--- src/rtl/sub_div_sequencer.sv ---
// Unsigned 9-bit divider by repeated subtraction on one shared ripple subtractor.
// Quotient counts successful subtractions until the subtractor reports a borrow.
module ripple_sub_9bit (
    input  logic [8:0] i_x,
    input  logic [8:0] i_y,
    output logic [8:0] o_diff,
    output logic       o_borrow
);
    logic [9:0] w_b;

    assign w_b[0] = 1'b0;

    genvar gi;
    generate
        for (gi = 0; gi < 9; gi++) begin : g_bit
            assign o_diff[gi] = i_x[gi] ^ i_y[gi] ^ w_b[gi];
            assign w_b[gi+1]  = (~i_x[gi] & i_y[gi]) |
                                (~(i_x[gi] ^ i_y[gi]) & w_b[gi]);
        end
    endgenerate

    assign o_borrow = w_b[9];
endmodule

module sub_div_sequencer #(
    parameter int WIDTH = 9
) (
    input  logic             clk,
    input  logic             rst,
    input  logic             start,
    input  logic [WIDTH-1:0] dividend,
    input  logic [WIDTH-1:0] divisor,
    output logic             busy,
    output logic             done,
    output logic [WIDTH-1:0] quotient,
    output logic [WIDTH-1:0] remainder,
    output logic             div_by_zero
);
    typedef enum logic [1:0] {
        S_IDLE = 2'd0,
        S_RUN  = 2'd1,
        S_DONE = 2'd2
    } state_t;

    state_t           r_state;
    state_t           w_next;
    logic [WIDTH-1:0] r_rem;
    logic [WIDTH-1:0] r_div;
    logic [WIDTH-1:0] r_quo;
    logic             r_dbz;
    logic [WIDTH-1:0] w_diff;
    logic             w_borrow;
    logic             w_accept;
    logic             w_zero_div;

    ripple_sub_9bit u_sub (
        .i_x      (r_rem),
        .i_y      (r_div),
        .o_diff   (w_diff),
        .o_borrow (w_borrow)
    );

    assign w_accept   = (r_state == S_IDLE) && start;
    assign w_zero_div = (divisor == '0);

    always_ff @(posedge clk or posedge rst) begin
        if (rst) begin
            r_state <= S_IDLE;
        end else begin
            r_state <= w_next;
        end
    end

    always_comb begin
        w_next = r_state;
        unique case (r_state)
            S_IDLE: begin
                if (start) begin
                    w_next = w_zero_div ? S_DONE : S_RUN;
                end
            end
            S_RUN: begin
                if (w_borrow) begin
                    w_next = S_DONE;
                end
            end
            S_DONE: begin
                w_next = S_IDLE;
            end
            default: begin
                w_next = S_IDLE;
            end
        endcase
    end

    always_comb begin
        busy = (r_state != S_IDLE);
        done = (r_state == S_DONE);
    end

    // Results stay put outside RUN so they remain valid after done.
    always_ff @(posedge clk or posedge rst) begin
        if (rst) begin
            r_rem <= '0;
            r_div <= '0;
            r_quo <= '0;
            r_dbz <= 1'b0;
        end else if (w_accept) begin
            r_rem <= dividend;
            r_quo <= '0;
            r_dbz <= w_zero_div;
            if (!w_zero_div) begin
                r_div <= divisor;
            end
        end else if (r_state == S_RUN && !w_borrow) begin
            r_rem <= w_diff;
            r_quo <= r_quo + 9'd1;
        end
    end

    assign quotient    = r_quo;
    assign remainder   = r_rem;
    assign div_by_zero = r_dbz;
endmodule

--- config.mk ---
export PLATFORM = sky130hd
export DESIGN_NAME = sub_div_sequencer
export DESIGN_NICKNAME = d
export VERILOG_FILES = /design/src/rtl/sub_div_sequencer.sv
export SDC_FILE = /design/constraint.sdc
export NUM_CORES = 1
export LEC_CHECK = 0
export ABC_AREA = 1
export CAP_MARGIN = 20
export CORE_UTILIZATION = 36
export DETAILED_ROUTE_END_ITERATION = 10
export GPL_TIMING_DRIVEN = 1
export PLACE_DENSITY = 0.7
export SLEW_MARGIN = 20
export SYNTH_ARGS = -nofsm -noshare
export SYNTH_HDL_FRONTEND = slang
export SYNTH_SLANG_ARGS = --single-unit
--- constraint.sdc ---
create_clock -name clk -period 3.85 [get_ports clk]
set_input_delay 0.77 -clock clk [delete_from_list [all_inputs] [get_ports clk]]
set_output_delay 0.77 -clock clk [all_outputs]
set_load 0.01 [all_outputs]
* Yosys cells after proc, flatten, opt, wreduce, memory -nomap -nowiden
Cells that the tools add are included.
Storage, ports and cells: register bits 30, input port bits 21, output and inout bits 21
Cells by class: $add $sub $neg 1, equality and inequality tests 4, mux-type cells 8, bitwise gates (word level) 60, reductions and logical operators 9
Operators by type and width (number):
- $mux 9 | 4
- $not 1->1 | 18
- $and 1x1->1 | 17
- $xor 1x1->1 | 17
- $add 9x1->9 const B | 1
- $logic_not 9->1 | 1
- $or 1x1->1 | 8
- $mux 2 | 3
- $ne 2x2->1 const B | 2
- $pmux 2 s2 | 1
- $reduce_and 2->1 | 2
- $reduce_bool 2->1 | 2
- $eq 2x1->1 const B | 1
- $eq 2x2->1 const B | 1
- $logic_and 1x1->1 | 2
- $logic_not 2->1 | 1
- $logic_not 1->1 | 1

* Depth between registers and ports, before layout
Gate-level depths: netlist (run 1).
depth in word-level cells 22, depth in mapped cells 17

* Cells and area by module
From an unflattened synthesis (run 1), not the netlist that was laid out.
Unflattened totals: cells, all modules 215, area, all modules 1689.1 sq um
By module, submodules not included:
- sub_div_sequencer | instances 1, cells each 186, area an instance 1441.4 sq um, sequential area each 750.7 sq um
- ripple_sub_9bit | instances 1, cells each 29, area an instance 247.7 sq um, sequential area each 0.0 sq um

* Worst setup path after synthesis (run 1)
No wires, ideal clock.
path type reg2reg, start point reg r_rem[0], in the netlist remainder[0], end point reg r_rem[0], in the netlist remainder[0], data arrival time 4027 ps, slack -260 ps, stages on the path, launching flop included 17, buffers on the path 1, clock period less this slack 4110 ps, cell sequence dfrtp_1 > inv_1 > ha_1 > fa_1 > fa_1 > fa_1 > fa_1 > fa_1 > fa_1 > fa_1 > inv_1 > fa_1 > nand3_2 > buf_2 > o21ai_0 > o21ai_0 > o21ai_0
Between the ends: longest elaborated chain between the ends 21, elaborated cells between the ends (all ways) 24, those cells by class 2 x mux; 19 x bitwise; 3 x reduce/logical
RTL lines:
- start: declaration | line 47 | logic [WIDTH-1:0] r_rem;
- start signal: assignment | line 109 | r_rem <= dividend;
- start signal: assignment | line 116 | r_rem <= w_diff;
- $not 1->1 | line 17 | assign w_b[gi+1] = (~i_x[gi] & i_y[gi]) |
- $and 1x1->1 | line 17
- $and 1x1->1 | line 18 | (~(i_x[gi] ^ i_y[gi]) & w_b[gi]);
- $or 1x1->1 | line 17
- $and 1x1->1 | line 18
- $or 1x1->1 | line 17
- $and 1x1->1 | line 18
- $or 1x1->1 | line 17
- [... 5 more ...]
- $or 1x1->1 | line 17
- $and 1x1->1 | line 18
- $or 1x1->1 | line 17
- $and 1x1->1 | line 18
- $or 1x1->1 | line 17
- $logic_not 1->1 | line 115 | end else if (r_state == S_RUN && !w_borrow) begin
- $logic_and 1x1->1 | line 115
- $reduce_bool 2->1 (no line)
Parallel ways exist; a longest one is shown, timed or not. The select of a mux whose other input is x is not followed. A chain may end at the register's enable or synchronous reset.

* Worst setup path in the final report (run 1)
start point reg r_div[0], end point reg r_rem[6], in the netlist remainder[6]
Between the ends: longest elaborated chain between the ends 20, elaborated cells between the ends (all ways) 23, those cells by class 2 x mux; 18 x bitwise; 3 x reduce/logical
RTL lines:
- start: declaration | line 48 | logic [WIDTH-1:0] r_div;
- start signal: assignment | line 113 | r_div <= divisor;
- $and 1x1->1 (*) | line 17
- $and 1x1->1 (*) | line 18
- $or 1x1->1 (*) | line 17
- $and 1x1->1 (*) | line 18
- $or 1x1->1 (*) | line 17
- $and 1x1->1 (*) | line 18
- $or 1x1->1 (*) | line 17
- $and 1x1->1 (*) | line 18
- [... 4 more ...]
- $or 1x1->1 | line 17
- $and 1x1->1 | line 18
- $or 1x1->1 | line 17
- $and 1x1->1 | line 18
- $or 1x1->1 | line 17
- $logic_not 1->1 | line 115
- $logic_and 1x1->1 | line 115
- $reduce_bool 2->1 (no line)
Every way passes the cells marked *; elsewhere a longest branch is shown, timed or not. The select of a mux whose other input is x is not followed.

==> results of run 1 <==
==> worst paths after layout <==
kind	endpoint	slack (ns)	depth (start not counted)
max	remainder[6]$_DFFE_PP0P_	-0.11	15
min	r_div[8]$_DFFE_PP0P_	0.49	2
max reg2reg	remainder[6]$_DFFE_PP0P_	-0.11	15
min reg2reg	r_div[8]$_DFFE_PP0P_	0.49	2
max in group asynchronous	quotient[6]$_DFFE_PP0P_	2.70	3
min in group asynchronous	quotient[2]$_DFFE_PP0P_	0.87	3
==> synth_stat cells (all sizes together) <==
cell and instances:
a21oi 6, buf 5, clkbuf 1, dfrtp 30, fa 8, ha 2
inv 25, nand2 47, nand3 16, nand4 3, nor2 20, o211ai 1
o21a 1, o21ai 29
==> cell type report <==
type                            count  area, sq um  share of cell area
Clock buffer                        7         76.3              0.0332
Inverter                           25         93.8              0.0409
Multi-Input combinational cell    133          808               0.352
Sequential cell                    30          751               0.327
Tap cell                           52         65.1              0.0283
Timing Repair Buffer               51          502               0.219
==> state kept, by name (all words and copies together) (netlist names) <==
signal / count
remainder: 9
quotient: 9
r_div: 9
r_state: 2
div_by_zero: 1
==> report_power, final <==
part / switching, mW / internal, mW / leakage [nW] / total, mW
clock network: 0.112 / 0.124 / 0.0383 / 0.236
logic: 0.486 / 0.490 / 0.650 / 0.976
registers: 0.107 / 0.441 / 0.378 / 0.549
==> per-layer routing <==
layer	share of wire	wire length, um	up-vias	track usage
li1	-	-	722	-
met1	0.50	1750	640	0.221
met2	0.44	1540	35	0.236
met5	0	0	-	0
met3	0.041	144	4	0.0523
met4	0.013	44	0	0.0612
==> cell families (layout without fill, tap and decap cells) <==
kind of cell | Yosys count | after routing | share of synthesized area
and+or+nand+nor | 86 | 86 | 0.229
adders and majority gates | 10 | 10 | 0.113
AOI/OAI and AO/OA | 37 | 37 | 0.118
buffers and inverters | 31 | 83 | 0.0817
DFF | 30 | 30 | 0.458
==> stage by stage <==
stage	setup WS (ns)	cell area, sq um
3_5_place_dp	-0.185	2180
5_1_grt	-0.257	2300
6_report	-0.111	2300
2_1_floorplan	0.0124	1680
4_1_cts	-0.121	2280
3_3_place_gp	-0.113	2180
==> worst min-delay path: stages (launching register included) <==
cell and delay (ns):
sky130_fd_sc_hd__dfrtp_1 0.35, sky130_fd_sc_hd__nand2_1 0.06, sky130_fd_sc_hd__nand2_1 0.05
==> timing repair <==
| item | CTS | global route |
|---|---|---|
| gates resized for setup | 6 | 11 |
| endpoints found under the setup margin | 18 | 18 |
| pin swaps | 3 | 2 |
| cloned | 0 | 0 |
| hold buffers | 0 | 0 |
| setup buffers | 1 | 0 |
==> impl_metrics.yaml, run 1 <==
run_status:
  status: "finished with violations"
  failed_checks: "negative setup slack"
yosys:
  most_area_hungry_cell_type_in_the_yosys_netlist: "sky130_fd_sc_hd__dfrtp_1"
  synth_area_sq_mm: 0.00164
  synth_cell_types: 21
  synthesis.yosys.warnings: 0
  postSynthAreaPerCell_sq_um: 8.45
  yosys.area.top_type_share: 0.458
  synth.area.top_cells: "sky130_fd_sc_hd__dfrtp_1, sky130_fd_sc_hd__nand2_1, sky130_fd_sc_hd__fa_1"
  syn-num-nets: 225
  postSynthRegisterBits: 30
  synth-seq-area-share: 0.458
  syn_inst: 194
setup_path:
  crit_path_start: "r_div[0]$_DFFE_PP0P_"
  cp_max_fo: 8
  r2r-start: "r_div[0]$_DFFE_PP0P_"
  cp_slowest_stage_delay_ns: 0.39
  critical_path.n_buffers_inverters: 2
  cell_class_contributing_the_biggest_share_of_worst_path_delay: "adder cells"
  crit_path_cell_trace: "ha_2, fa_2, fa_2, fa_2, fa_2, fa_2, fa_2, fa_2, inv_2, fa_2, nand3_4, buf_12, o21ai_0, o21ai_1, o21ai_0"
  cp_data_arrival_time_ns: 4.16
  type_of_the_worst_setup_path: "reg2reg"
  cp_data_required_time_ns: 4.05
  critPathSlowestCell: "sky130_fd_sc_hd__dfrtp_1"
  worstSetupEndpointType: "flop"
  start_kind: "flop"
  worst_path_most_repeated_cell: "sky130_fd_sc_hd__fa_2"
floorplanning:
  die_y_um: 69.5
  floorplan.die.width_um: 69.5
  floorplan.die_area_sq_mm: 0.00483
  initial_util: 0.376
  io_pins: 42
  rows: 24
  standard_cell_core_area_sq_mm: 0.00435
route:
  drtAntennaViolNets: 0
  drt_first_pass_iters: 4
  routed_wire_length_mm: 3.48
  routed-via-count: 1401
  remaining_drc_errors: 0
  vias_per_cell: 4.70
  drtIter0Drc: 117
  post_drt_wl_per_cell_um: 11.7
timing:
  rsz_0062_raised_after_global_routing: "true"
  timing.final.setup_violations: 16
  final_period_minus_worst_setup_slack_ns: 3.96
  fin_skew_ns: 0.00533
  finalSetupTns_ns: -1.16
  report.final.slew_viol_count: 0
  worst-slew-pin-transition_ns: 0.508
  setup_ws_ns: -0.111
  achievable-frequency_mhz: 252
  timing.final.hold_violations: 0
  timing.final.crit_share: 1.03
  max-slew-margin-rel: 0.661
  finalHoldWorstSlack_ns: 0.490
clocking:
  cts_tree: "done"
  ctsHtreeMaxLevel: 2
  cts-root-buf: "sky130_fd_sc_hd__clkbuf_8"
  clkTransAtPathRegs_ns: 0.06
  clockBufferDepth: 2
  clock_insertion_delay_worst_skew_ns: 0.28
  numClockSinks: 30
  tritoncts.num_buffers: 5
layout:
  final_nets: 277
  areaGrowthSynthToFinish_pct: 40.1
  mostFrequentLayoutCells: "sky130_fd_sc_hd__nand2_1, sky130_fd_sc_hd__clkdlybuf4s50_1, sky130_fd_sc_hd__dfrtp_1"
  drive_above_1_share: 0.154
  layout.cells.most_common: "sky130_fd_sc_hd__nand2_1"
  final_core_utilization: 0.527
  final_instance_count_excl_fillers: 298
  n_fill_cell: 422
  antenna-diode-count: 0
global_route:
  groute.usage.overall: 0.161
  grt_pass1_wl_mm: 5.96
  gr-total-overflow: 0
  antenna_found_initial: 0
  first_global_vias: 1268
  grt_start_max_net_pins: 31
hold_path:
  hold_path_startpoint: "r_div[8]$_DFFE_PP0P_"
  holdCritPathClass: "reg2reg"
placement:
  dp.cells: 290
  detailedPlacementHpwl_mm: 2.64
  io_port_bufs: 41
  routabilityCongestion: 0.782
pwr:
  power.density_mw_per_mm2: 767
  power_leakage_nw: 1.07
  irDropWorstVdd_mv: 0.298
  p_total_mw: 1.76
flow_run:
  timing.max_cap.violations: 0
No activity file was read; power rests on OpenSTA's default activity.
==> inputs of run 2 (changes only) <==
--- a/config.mk
+++ b/config.mk
@@ -8,10 +8,11 @@
 export ABC_AREA = 1
 export CAP_MARGIN = 20
 export CORE_UTILIZATION = 36
+export CTS_CLUSTER_DIAMETER = 40
 export DETAILED_ROUTE_END_ITERATION = 10
 export GPL_TIMING_DRIVEN = 1
 export PLACE_DENSITY = 0.7
-export SLEW_MARGIN = 20
+export SLEW_MARGIN = 5
 export SYNTH_ARGS = -nofsm -noshare
 export SYNTH_HDL_FRONTEND = slang
 export SYNTH_SLANG_ARGS = --single-unit
==> results of run 2 <==
Final layout, timing and power as in run 1 (identical DEF).
